===== config.mk =====
export PLATFORM = sky130hd
export DESIGN_NAME = instr_fetch
export DESIGN_NICKNAME = d
export VERILOG_FILES = /design/src/rtl/instr_fetch.sv
export SDC_FILE = /design/constraint.sdc
export NUM_CORES = 1
export LEC_CHECK = 0
export BUFFER_PORTS_ARGS = -buffer_cell sky130_fd_sc_hd__buf_2
export CAP_MARGIN = 10
export CORE_AREA = 2 2 167 169
export DETAILED_ROUTE_END_ITERATION = 12
export DIE_AREA = 0 0 169 171
export HOLD_SLACK_MARGIN = 0.1
export PLACE_DENSITY_LB_ADDON = 0.25
export SLEW_MARGIN = 20
export SYNTH_ARGS = -nofsm -noshare
export SYNTH_HDL_FRONTEND = slang
export SYNTH_SLANG_ARGS = --single-unit

===== constraint.sdc =====
create_clock -name clk -period 5.2 [get_ports clk]
set_input_delay 0 -clock clk [delete_from_list [all_inputs] [get_ports clk]]
set_output_delay 0 -clock clk [all_outputs]
set_load 0.05 [all_outputs]

===== src/rtl/instr_fetch.sv =====
// Instruction fetch stage: one-outstanding imem requests, ID holding register plus a 1-entry skid,
// and MIPS delay-slot redirect handling through a pending-target register.
module instr_fetch #(
    parameter logic [31:0] RESET_PC = 32'h0000_0000
) (
    input  logic        clk,
    input  logic        rst,
    output logic        imem_req,
    output logic [31:0] imem_addr,
    input  logic [31:0] imem_rdata,
    input  logic        imem_rvalid,
    output logic [31:0] pc_id,
    output logic [31:0] instr_id,
    output logic        instr_valid_id,
    input  logic        stall,
    input  logic        jump_branch,
    input  logic        jump_target,
    input  logic        jump_reg,
    input  logic [31:0] jr_pc
);

    typedef enum logic [1:0] {StStart, StWait, StSkid} state_e;

    state_e      state_q, state_d;
    logic [31:0] addr_q, addr_d;
    logic        id_valid_q, id_valid_d;
    logic [31:0] id_pc_q, id_pc_d;
    logic [31:0] id_instr_q, id_instr_d;
    logic [31:0] skid_pc_q, skid_pc_d;
    logic [31:0] skid_instr_q, skid_instr_d;
    logic        pend_valid_q, pend_valid_d;
    logic [31:0] pend_pc_q, pend_pc_d;

    logic        consume, redirect, id_free, enter, to_skid;
    logic [31:0] pc_id_p4, target, enter_pc, enter_instr, next_addr;

    assign consume  = id_valid_q & ~stall;
    assign redirect = consume & (jump_reg | jump_target | jump_branch);
    assign id_free  = ~id_valid_q | consume;
    assign pc_id_p4 = id_pc_q + 32'd4;

    always_comb begin
        if (jump_reg) begin
            target = jr_pc;
        end else if (jump_target) begin
            target = {pc_id_p4[31:28], id_instr_q[25:0], 2'b00};
        end else begin
            target = pc_id_p4 + {{14{id_instr_q[15]}}, id_instr_q[15:0], 2'b00};
        end
    end

    always_comb begin
        state_d     = state_q;
        enter       = 1'b0;
        to_skid     = 1'b0;
        imem_req    = 1'b0;
        enter_pc    = addr_q;
        enter_instr = imem_rdata;
        unique case (state_q)
            StStart: begin
                imem_req = 1'b1;
                state_d  = StWait;
            end
            StWait: begin
                if (imem_rvalid) begin
                    if (id_free) begin
                        enter    = 1'b1;
                        imem_req = 1'b1;
                    end else begin
                        to_skid = 1'b1;
                        state_d = StSkid;
                    end
                end
            end
            StSkid: begin
                enter_pc    = skid_pc_q;
                enter_instr = skid_instr_q;
                if (id_free) begin
                    enter    = 1'b1;
                    imem_req = 1'b1;
                    state_d  = StWait;
                end
            end
            default: state_d = StStart;
        endcase
        if (rst) begin
            imem_req = 1'b0;
        end
    end

    // The entering instruction is always the delay slot of a redirect seen now or earlier.
    always_comb begin
        if (state_q == StStart) begin
            next_addr = RESET_PC;
        end else if (redirect) begin
            next_addr = target;
        end else if (pend_valid_q) begin
            next_addr = pend_pc_q;
        end else begin
            next_addr = enter_pc + 32'd4;
        end
    end

    assign imem_addr = imem_req ? next_addr : addr_q;

    always_comb begin
        addr_d       = imem_req ? next_addr : addr_q;
        id_valid_d   = id_valid_q;
        id_pc_d      = id_pc_q;
        id_instr_d   = id_instr_q;
        skid_pc_d    = skid_pc_q;
        skid_instr_d = skid_instr_q;
        pend_valid_d = pend_valid_q;
        pend_pc_d    = pend_pc_q;
        if (enter) begin
            id_valid_d = 1'b1;
            id_pc_d    = enter_pc;
            id_instr_d = enter_instr;
        end else if (consume) begin
            id_valid_d = 1'b0;
            id_instr_d = 32'h0;
        end
        if (to_skid) begin
            skid_pc_d    = addr_q;
            skid_instr_d = imem_rdata;
        end
        if (enter) begin
            pend_valid_d = 1'b0;
        end else if (redirect) begin
            pend_valid_d = 1'b1;
            pend_pc_d    = target;
        end
    end

    always_ff @(posedge clk) begin
        if (rst) begin
            state_q      <= StStart;
            addr_q       <= RESET_PC;
            id_valid_q   <= 1'b0;
            id_pc_q      <= RESET_PC;
            id_instr_q   <= 32'h0;
            skid_pc_q    <= 32'h0;
            skid_instr_q <= 32'h0;
            pend_valid_q <= 1'b0;
            pend_pc_q    <= 32'h0;
        end else begin
            state_q      <= state_d;
            addr_q       <= addr_d;
            id_valid_q   <= id_valid_d;
            id_pc_q      <= id_pc_d;
            id_instr_q   <= id_instr_d;
            skid_pc_q    <= skid_pc_d;
            skid_instr_q <= skid_instr_d;
            pend_valid_q <= pend_valid_d;
            pend_pc_q    <= pend_pc_d;
        end
    end

    assign pc_id          = id_pc_q;
    assign instr_id       = id_instr_q;
    assign instr_valid_id = id_valid_q;

endmodule


==> results.cfg, run 1 <==
[run_status]
status = complete, no violations

[timing]
setup_viol = 0
slew_headroom = 0.385
tns_ns = 0
setup_ws_ns = 0.285
clock_skew_ns = 0.0195
rsz0062_at_grt = false
hold_violations = 0
fmax_mhz = 203
drv_slew = 0
min_period_ns = 4.91
worst_pin_slew_ns = 0.922
final.period_utilization = 0.945

[critical_path]
crit_path_end = imem_addr[31]
path_buf_inv = 1
critPathMaxStageDelay_ns = 0.53
startpoint = pc_id[5]
critical_path_required_ns = 5.20
critical_path.top_delay_family = simple AND/OR/NAND/NOR gates
cp_num_cells = 15
path_max_fanout = 10
path_cells = and4_1, nand4_1, nor4_1, and3_1, xor2_1, ha_1, a2111o_1, o22ai_1, mux2i_1, o21ai_0, nor3_1, mux2i_1, a211o_1, nand2_1, buf_2
regToRegEndpoint = pend_pc_q[31]
rr_startpoint = pc_id[5]
critPathCaptureType = primary output
ff2ff_path_depth = 14
path_common_cell = mux2i_1
arrival_ns = 4.91
start_kind = flip-flop
criticalPathCategory = reg -> out
reg2reg_setup_slack_ns = 0.81
crit_slowest_cell = nor4_1

[clocking]
clock_path_buffers = 2
clk_pin_slew_ns = 0.08
cts_root_buf = clkbuf_16
cts.sinks = 196
h-tree-depth = 4
clk_latency_ns = 0.45
cts_buffers = 17
tritoncts = done

[global_routing]
antenna_found_initial = 1
grt_pass1_vias = 11500
grt_pass1_wl_um = 64600
grt_util_all_layers = 0.288
grt_max_degree = 84
gr-total-overflow = 0

[power]
cellPowerDensity_nw_per_um2 = 244
vdd_ir_drop_max_uv = 180
p_leak_nw = 5.66

[min_path]
hold_path.class = in -> reg

[routing]
drt-initial-drc-count = 1067
drt_first_pass_iters = 8
vias_per_cell = 5.79
wl_um = 41900
wl_per_cell_um = 19.8
drc = 0
num_vias = 12200
ant_nets = 0

[placed_design]
dp_cells = 2029
gp_congestion = 0.932
hpwl_um = 30100
dp_slack_ns = 0.842
placement.io_buffers = 168

[flow_run]
maxCapViolations = 0

[floorplan]
die_w_um = 169
initial_utilization = 0.440
core_area_sq_um = 27300
rows = 61
ioPinCount = 169
dieHeight_um = 171
die_area_sq_um = 28900

[finish]
area_growth_pct = 18.6
regArea_sq_um = 3920
multi_input_area_sq_um = 7630
n_fill_cell = 2680
final_common_cell = nand2_1
final_cells = 2116
layout_common_cells = 267 x nand2_1, 196 x dfxtp_1, 187 x nor2_1
fin_nets = 1869
drive_above_1_share = 0.148

[logic_synthesis]
async_flop_share = 0
synth_flop_cell = dfxtp_1
yosys.area.top_type = dfxtp_1
ys.warnings.count = 0
synth.avg_cell_area_sq_um = 7.54
syn-num-nets = 1708
synth_edf_count = 0
synth_area_sq_um = 12000
synth.top_cell.area_share = 0.326
seq_area_frac_synth = 0.326
synthTopCellsByArea = dfxtp_1 33%, nand2_1 8.3%, a21oi_1 7.4%
ys_seq_elements = 196
syn_inst = 1595
synth_cell_types = 80
==> through the flow <==
step | utilization | instance area, sq um | power (mW) | hold slack, ns
final | 0.522 | 14300 | 3.47 | 0.102
after global routing | 0.522 | 14300 | 3.60 | 0.109
after CTS | 0.522 | 14300 | 3.49 | 0.101
after detailed placement | 0.480 | 13100 | 2.10 | 0.257
after global placement | 0.480 | 13100 | 2.10 | 0.251
after floorplan | - | 12000 | 1.93 | 0.136
==> where the power goes <==
part	leakage, nW	total (mW)	internal (mW)	switching [mW]
clock	0.297	1.37	0.656	0.711
sequential	1.58	1.57	1.53	0.0392
combinational	3.78	0.539	0.170	0.370
total	5.66	3.47	2.35	1.12
==> metal layers <==
layer | part of all wire | track usage
met1 | 0.43 | 0.364
met2 | 0.48 | 0.493
met3 | 0.065 | 0.0474
met4 | 0.033 | 0.109
met5 | 0 | 0
==> worst register-to-register path: cells and delay by family, from the launching register on <==
kind                     cells  cell delay (ns)
adder cells (fa/ha/maj)      1             0.38
flip-flops                   1             0.45
AO/OA/AOI/OAI                4             0.96
multiplexers                 1             0.22
XOR/XNOR                     2             0.36
AND/OR/NAND/NOR              6             1.92
==> worst min-delay path by stage <==
stage	depth (start not counted)	from	slack [ns]	to
2_1_floorplan	2	imem_rdata[0]	0.14	skid_instr_q[0]
3_3_place_gp	3	imem_rdata[26]	0.25	skid_instr_q[26]
3_5_place_dp	3	imem_rdata[1]	0.26	skid_instr_q[1]
4_1_cts	5	jr_pc[12]	0.10	pend_pc_q[12]
5_1_grt	5	jr_pc[12]	0.11	pend_pc_q[12]
6_report	5	jr_pc[12]	0.10	pend_pc_q[12]
==> cells by family (layout without fill, tap and decap cells) <==
group           after synthesis  after routing  synth area share
mux                          73             73            0.0614
compound gates              435            435             0.231
buf+inv                     131            305            0.0430
other cells                   0              1                 0
xor+xnor                     72             72            0.0524
flops                       196            196             0.326
fa+ha+maj                    42             42            0.0443
simple gates                646            646             0.241
==> area by class of cell <==
cell class / instances / area share
Timing Repair Buffer: 247 / 0.110
Tap cell: 346 / 0.0303
Clock inverter: 15 / 0.0125
Inverter: 26 / 0.00684
Clock buffer: 17 / 0.0298
Sequential cell: 196 / 0.275
Multi-Input combinational cell: 1268 / 0.535
Antenna cell: 1 / 0.000175
==> flip-flops by register name (all words and copies together), names as in the netlist <==
register        count
pend_pc_q          32
skid_pc_q          32
pc_id              32
skid_instr_q       32
pend_valid_q        1
instr_id           32
addr_q             32
state_q             2
instr_valid_id      1
==> repair_timing <==
action / 4_1_cts / 5_1_grt
gates resized for setup: 0 / 1
buffers inserted: 0 / 0
hold buffers: 54 / 0
endpoints found under the setup margin: 0 / 1
hold endpoints to repair: 126 / 0
==> cells in the mapped netlist, types with 5 or more instances <==
cell type and instances:
o211ai_1 17, ha_1 41, xor2_1 28, and4_1 5, nand3_1 34, buf_1 7
a21oi_1 179, a31oi_1 5, a211o_1 7, a21o_1 20, nand3b_1 5, inv_1 26
nor2_1 190, o22ai_1 5, nand2_1 267, mux2i_1 67, nand2b_1 5, a22o_1 8
o21a_1 10, o21ai_1 12, clkbuf_1 86, a32o_1 8, o21ai_0 60, nor2b_1 24
nand4_1 14, or3_1 17, dfxtp_1 196, mux2_2 6, and3_1 21, xnor2_1 44
a211oi_1 51, nor3_1 33, and2_1 5, buf_2 8
Power figures use the tool's default switching activity.
==> run 2, diff against run 1 <==
--- a/config.mk
+++ b/config.mk
@@ -12,6 +12,7 @@
 export DIE_AREA = 0 0 169 171
 export HOLD_SLACK_MARGIN = 0.1
 export PLACE_DENSITY_LB_ADDON = 0.25
+export RECOVER_POWER = 50
 export SLEW_MARGIN = 20
 export SYNTH_ARGS = -nofsm -noshare
 export SYNTH_HDL_FRONTEND = slang
==> constraint.sdc (replaced) <==
create_clock -name clk -period 5.3 [get_ports clk]
set_input_delay 0 -clock clk [delete_from_list [all_inputs] [get_ports clk]]
set_output_delay 0 -clock clk [all_outputs]
set_load 0.05 [all_outputs]
==> run 2 against run 1 <==
Effect of this change:
- the flow now finishes with violations (max-capacitance violations, max-slew violations)
- count of clock-buffer cells in the layout increased by 1
- clock skew decreased by 0.0013 ns
- register-to-register slack got worse by 0.17 ns
- largest power group unchanged
- hold slack improved by 0.0048 ns
- sequential power about the same
- die area unchanged
- combinational power decreased by 4%
==> results.cfg, run 2 (same netlist as run 1, synthesis figures left out) <==
[global_routing]
antenna_found_initial = 1
grt_pass1_wl_um = 64200
grt_util_all_layers = 0.284
grt_max_degree = 85
gr-total-overflow = 0
grt_pass1_vias = 11500

[power]
p_leak_nw = 5.32
cellPowerDensity_nw_per_um2 = 237
vdd_ir_drop_max_uv = 197

[floorplan]
dieHeight_um = 171
core_area_sq_um = 27300
initial_utilization = 0.440
rows = 61
ioPinCount = 169
die_w_um = 169
die_area_sq_um = 28900

[timing]
slew_headroom = -1.20
worst_pin_slew_ns = 3.30
rsz0062_at_grt = false
min_period_ns = 4.90
hold_slack_ns = 0.107
setup_viol = 0
drv_slew = 106
final.period_utilization = 0.925
hold_violations = 0
clock_skew_ns = 0.0182
fmax_mhz = 204
tns_ns = 0

[clocking]
clock_path_buffers = 2
clk_pin_slew_ns = 0.08
clk_latency_ns = 0.44
cts_buffers = 17
h-tree-depth = 4
cts.sinks = 196
cts_setup_buffers = 0
tritoncts = done
cts_root_buf = clkbuf_16

[placed_design]
gp_congestion = 0.938
hpwl_um = 29600
placement.io_buffers = 168

[finish]
regArea_sq_um = 3920
drive_above_1_share = 0.107
utilization = 0.516
multi_input_area_sq_um = 7630
layout_common_cells = 267 x nand2_1, 196 x dfxtp_1, 187 x nor2_1
area_growth_pct = 17.2
n_fill_cell = 2681
final_common_cell = nand2_1
fin_nets = 1864

[routing]
ant_nets = 0
num_vias = 12100
vias_per_cell = 5.75
wl_um = 41200
drt_first_pass_iters = 7
drt-initial-drc-count = 982
wl_per_cell_um = 19.5
drc = 0

[critical_path]
path_max_fanout = 10
criticalPathCategory = reg -> out
arrival_ns = 4.90
start_kind = flip-flop
reg2reg_setup_slack_ns = 0.64
regToRegEndpoint = pend_pc_q[27]
critical_path_required_ns = 5.30
critPathCaptureType = primary output
ff2ff_path_depth = 10
crit_path_end = imem_addr[31]
rr_startpoint = state_q[0]
startpoint = pc_id[5]

[run_status]
status = finished, violations left
violations = max-capacitance violations, max-slew violations

[flow_run]
maxCapViolations = 2

[min_path]
hold_path.class = in -> reg
-- run 2: metrics by stage --
stage | cells | power, mW | worst slack [ns] | instance area (sq um)
CTS | 2109 | 3.36 | 0.358 | 14200
finish | 2110 | 3.35 | 0.400 | 14100
detailed placement | 2025 | 2.06 | 0.848 | 13100
global route | 2109 | 3.47 | 0.0770 | 14100
floorplan | 1595 | 1.89 | 0.916 | 12000
global placement | 2025 | 2.06 | 1.02 | 13100
-- run 2: metal layers --
layer  track usage  routed length (um)  vias to the layer above
li1              -                   -                     5944
met1         0.359               17700                     5723
met2         0.490               19800                      405
met3        0.0490                2400                       64
met4        0.0988                1280                        0
met5             0                   0                        -
-- run 2: worst min-delay path by stage --
stage	depth (start not counted)	end	startpoint	slack (ns)
2_1_floorplan	2	skid_instr_q[0]	imem_rdata[0]	0.14
3_3_place_gp	3	skid_instr_q[26]	imem_rdata[26]	0.25
3_5_place_dp	3	skid_instr_q[24]	imem_rdata[24]	0.26
4_1_cts	5	pend_pc_q[7]	jr_pc[7]	0.10
5_1_grt	5	pend_pc_q[5]	jr_pc[5]	0.14
6_report	5	pend_pc_q[5]	jr_pc[5]	0.11
-- run 2: layout make-up --
| cell class | instances | area share |
|---|---|---|
| inverter | 26 | 0.00692 |
| clock buffer | 18 | 0.0304 |
| timing repair buffer | 242 | 0.103 |
| sequential | 196 | 0.278 |
| multi-input combinational | 1268 | 0.541 |
| antenna | 1 | 0.000177 |
| clock inverter | 13 | 0.00976 |
| tap | 346 | 0.0307 |
-- run 2: report_power, final --
group          switching [mW]  internal, mW  total [mW]  leakage (nW)
registers              0.0392          1.50        1.54          1.58
clock network           0.661         0.627        1.29         0.275
logic                   0.359         0.159       0.519          3.46
total                    1.06          2.29        3.35          5.32
-- run 2: what timing repair did --
action                                  in CTS  in global routing
endpoints found under the setup margin       0                  1
hold buffers                                53                  0
gates resized for setup                      0                  1
endpoints found under the hold margin      113                  0
-- run 2: worst max-delay path: stages (launching register included) --
cell      delay [ns]
dfxtp_1         0.44
and4_1          0.27
nand4_1         0.29
nor4_1          0.50
and3_1          0.23
xor2_1          0.20
ha_1            0.38
a2111o_1        0.45
o22ai_1         0.31
mux2i_1         0.23
o21ai_0         0.14
nor3_1          0.34
mux2i_1         0.12
a211o_1         0.25
nand2_1         0.06
buf_2           0.25
==> run 3, diff against run 2 <==
--- a/config.mk
+++ b/config.mk
@@ -5,11 +5,12 @@
 export SDC_FILE = /design/constraint.sdc
 export NUM_CORES = 1
 export LEC_CHECK = 0
+export ABC_AREA = 1
 export BUFFER_PORTS_ARGS = -buffer_cell sky130_fd_sc_hd__buf_2
 export CAP_MARGIN = 10
-export CORE_AREA = 2 2 167 169
+export CORE_AREA = 2 2 170 172
 export DETAILED_ROUTE_END_ITERATION = 12
-export DIE_AREA = 0 0 169 171
+export DIE_AREA = 0 0 172 174
 export HOLD_SLACK_MARGIN = 0.1
 export PLACE_DENSITY_LB_ADDON = 0.25
 export RECOVER_POWER = 50
==> run 3 against run 2 <==
Effect of this change:
- the flow still finishes with violations (max-capacitance violations, max-slew violations)
- critical path depth shrank 5
- hold slack worse by 0.0019 ns
- final cell count rose by 20%
- register-to-register slack lost 0.06 ns
- via count grew 13%
- final area grew 2.7%
- die area is 3.6% higher
- total power up 3.1%
- sequential share of layout area is 0.73 points lower
- largest cell class unchanged
- highest routed layer is now met5
==> results.cfg, run 3 <==
[global_routing]
gr-total-overflow = 0
top_usage_layer = met2
grt_use_met2 = 0.517
grt_util_all_layers = 0.310
grtUsageMet3 = 0.0474
grt_pass1_wl_um = 71900
met1_usage = 0.409
antenna_found_initial = 1
grt_pass1_vias = 13000
grt_max_degree = 84

[clocking]
cts_buffers = 17
cts_root_buf = clkbuf_16
cts_setup_buffers = 0
h-tree-depth = 4
cts.sinks = 196
cts_resized = 0
tritoncts = done
clock_path_buffers = 2
cts_hold_buffers = 46
clk_latency_ns = 0.47
clk_pin_slew_ns = 0.10

[run_status]
status = finished, violations left
violations = max-capacitance violations, max-slew violations

[critical_path]
critical_path_required_ns = 5.61
path_max_fanout = 50
critPathCaptureType = flip-flop
regToRegEndpoint = instr_id[8]
reg2reg_setup_slack_ns = 0.58
ff2ff_path_depth = 10
arrival_ns = 5.03
criticalPathCategory = reg -> reg
rr_startpoint = state_q[0]
start_kind = flip-flop

[logic_synthesis]
synth_cell_types = 44
synth_flop_cell = dfxtp_1
synth_area_sq_um = 12400
ys_seq_elements = 196
syn-num-nets = 2103
seq_area_frac_synth = 0.315
async_flop_share = 0
yosys.area.top_type = dfxtp_1
syn_inst = 1990
yosys-top-cells-count = 600 x nand2_1, 239 x a21oi_1, 196 x dfxtp_1, 188 x nor2_1, 183 x inv_1
synth_edf_count = 0
synthTopCellsByArea = dfxtp_1 32%, nand2_1 18%, a21oi_1 9.6%
synth.top_cell.area_share = 0.315
synth_most_common_cell = nand2_1
ys.warnings.count = 0
synth.avg_cell_area_sq_um = 6.25

[power]
p_leak_nw = 6.40
cellPowerDensity_nw_per_um2 = 238
power_mw = 3.45
vdd_ir_drop_max_uv = 203

[flow_run]
maxCapViolations = 4

[placed_design]
dp_cells = 2463
gp_congestion = 0.963
placement.io_buffers = 168
hpwl_um = 34300

[timing]
tns_ns = 0
hold_violations = 0
min_period_ns = 4.72
setup_viol = 0
slew_headroom = -0.580
drv_slew = 186
rsz0062_at_grt = false
worst_pin_slew_ns = 2.37
final.period_utilization = 0.891
fmax_mhz = 212
clock_skew_ns = 0.0257

[floorplan]
die_w_um = 172
core_area_sq_um = 28200
rows = 62
ioPinCount = 169
die_area_sq_um = 29900
dieHeight_um = 174
initial_utilization = 0.441

[routing]
ant_nets = 0
vias_per_cell = 5.42
wl_um = 46500
wl_per_cell_um = 18.3
drt_first_pass_iters = 6
drt-initial-drc-count = 1108
num_vias = 13800
drc = 0

[finish]
regArea_sq_um = 3920
final_common_cell = nand2_1
diodes = 0
area_growth_pct = 16.3
drive_above_1_share = 0.0872
multi_input_area_sq_um = 7390
layout_common_cells = 600 x nand2_1, 239 x a21oi_1, 196 x dfxtp_1
final_cells = 2541
fin_nets = 2257
n_fill_cell = 3004

[min_path]
hold_path.class = in -> reg
min_to = state_q[0]
min-delay-start = imem_rvalid
holdPathStages = 5
==> run 3: cell count changes in the layout (fill, tap and decap cells not counted), moves of 49 or more <==
cell      change
a211oi_1     -49
a21oi_1      +60
inv_1       +156
mux2i_1      -67
nand2_1     +333
nand3_1      +69
o21ai_0      +74
==> run 3: critical path: stages (launching register included) <==
cell      delay (ns)
dfxtp_1         0.38
inv_1           0.11
ha_4            0.23
clkinv_1        0.07
o21ai_1         0.09
nand3_2         0.07
clkbuf_1        1.68
clkinv_1        1.13
buf_4           0.56
nand2_1         0.14
a21oi_1         0.08
==> run 3: power breakdown <==
| group | internal (mW) | switching, mW |
|---|---|---|
| sequential | 1.50 | 0.0323 |
| clock | 0.682 | 0.785 |
| combinational | 0.130 | 0.322 |
==> run 3: cell type report <==
cell class,count,area share
tap,384,0.0332
inverter,191,0.0497
clock inverter,15,0.0163
multi-input combinational,1510,0.510
sequential,196,0.271
timing repair buffer,228,0.0901
clock buffer,17,0.0294
==> run 3: kinds of logic (layout without fill, tap and decap cells) <==
group / after synthesis / in the layout / share of synthesized area
XOR/XNOR: 40 / 40 / 0.0282
flip-flops: 196 / 196 / 0.315
buffers and inverters: 284 / 451 / 0.0924
adder cells (fa/ha/maj): 42 / 42 / 0.0428
AND/OR/NAND/NOR: 955 / 955 / 0.313
AO/OA/AOI/OAI: 473 / 473 / 0.208
==> run 3: how the worst max path moves through the flow <==
stage / startpoint / endpoint
2_1_floorplan: pc_id[3] / imem_addr[31]
3_3_place_gp: pc_id[3] / imem_addr[24]
3_5_place_dp: pc_id[3] / imem_addr[27]
4_1_cts: pc_id[3] / imem_addr[24]
5_1_grt: state_q[0] / pc_id[4]
6_report: state_q[0] / instr_id[8]
==> run 3: layer usage <==
| metal | up-vias | share of wire |
|---|---|---|
| met5 | - | 0.00028 |
| met4 | 2 | 0.029 |
| met3 | 72 | 0.063 |
| met2 | 489 | 0.47 |
| met1 | 6428 | 0.44 |
| li1 | 6781 | - |
==> run 3: stage by stage <==
step / util / instance area, sq um / setup WS [ns] / hold WS, ns
after detailed placement: 0.477 / 13500 / 1.40 / 0.246
final: 0.513 / 14500 / 0.575 / 0.105
after floorplan: - / 12400 / 1.69 / 0.135
after global placement: 0.477 / 13500 / 1.40 / 0.240
after global routing: 0.513 / 14500 / 0.210 / 0.126
after CTS: 0.517 / 14600 / 0.885 / 0.103
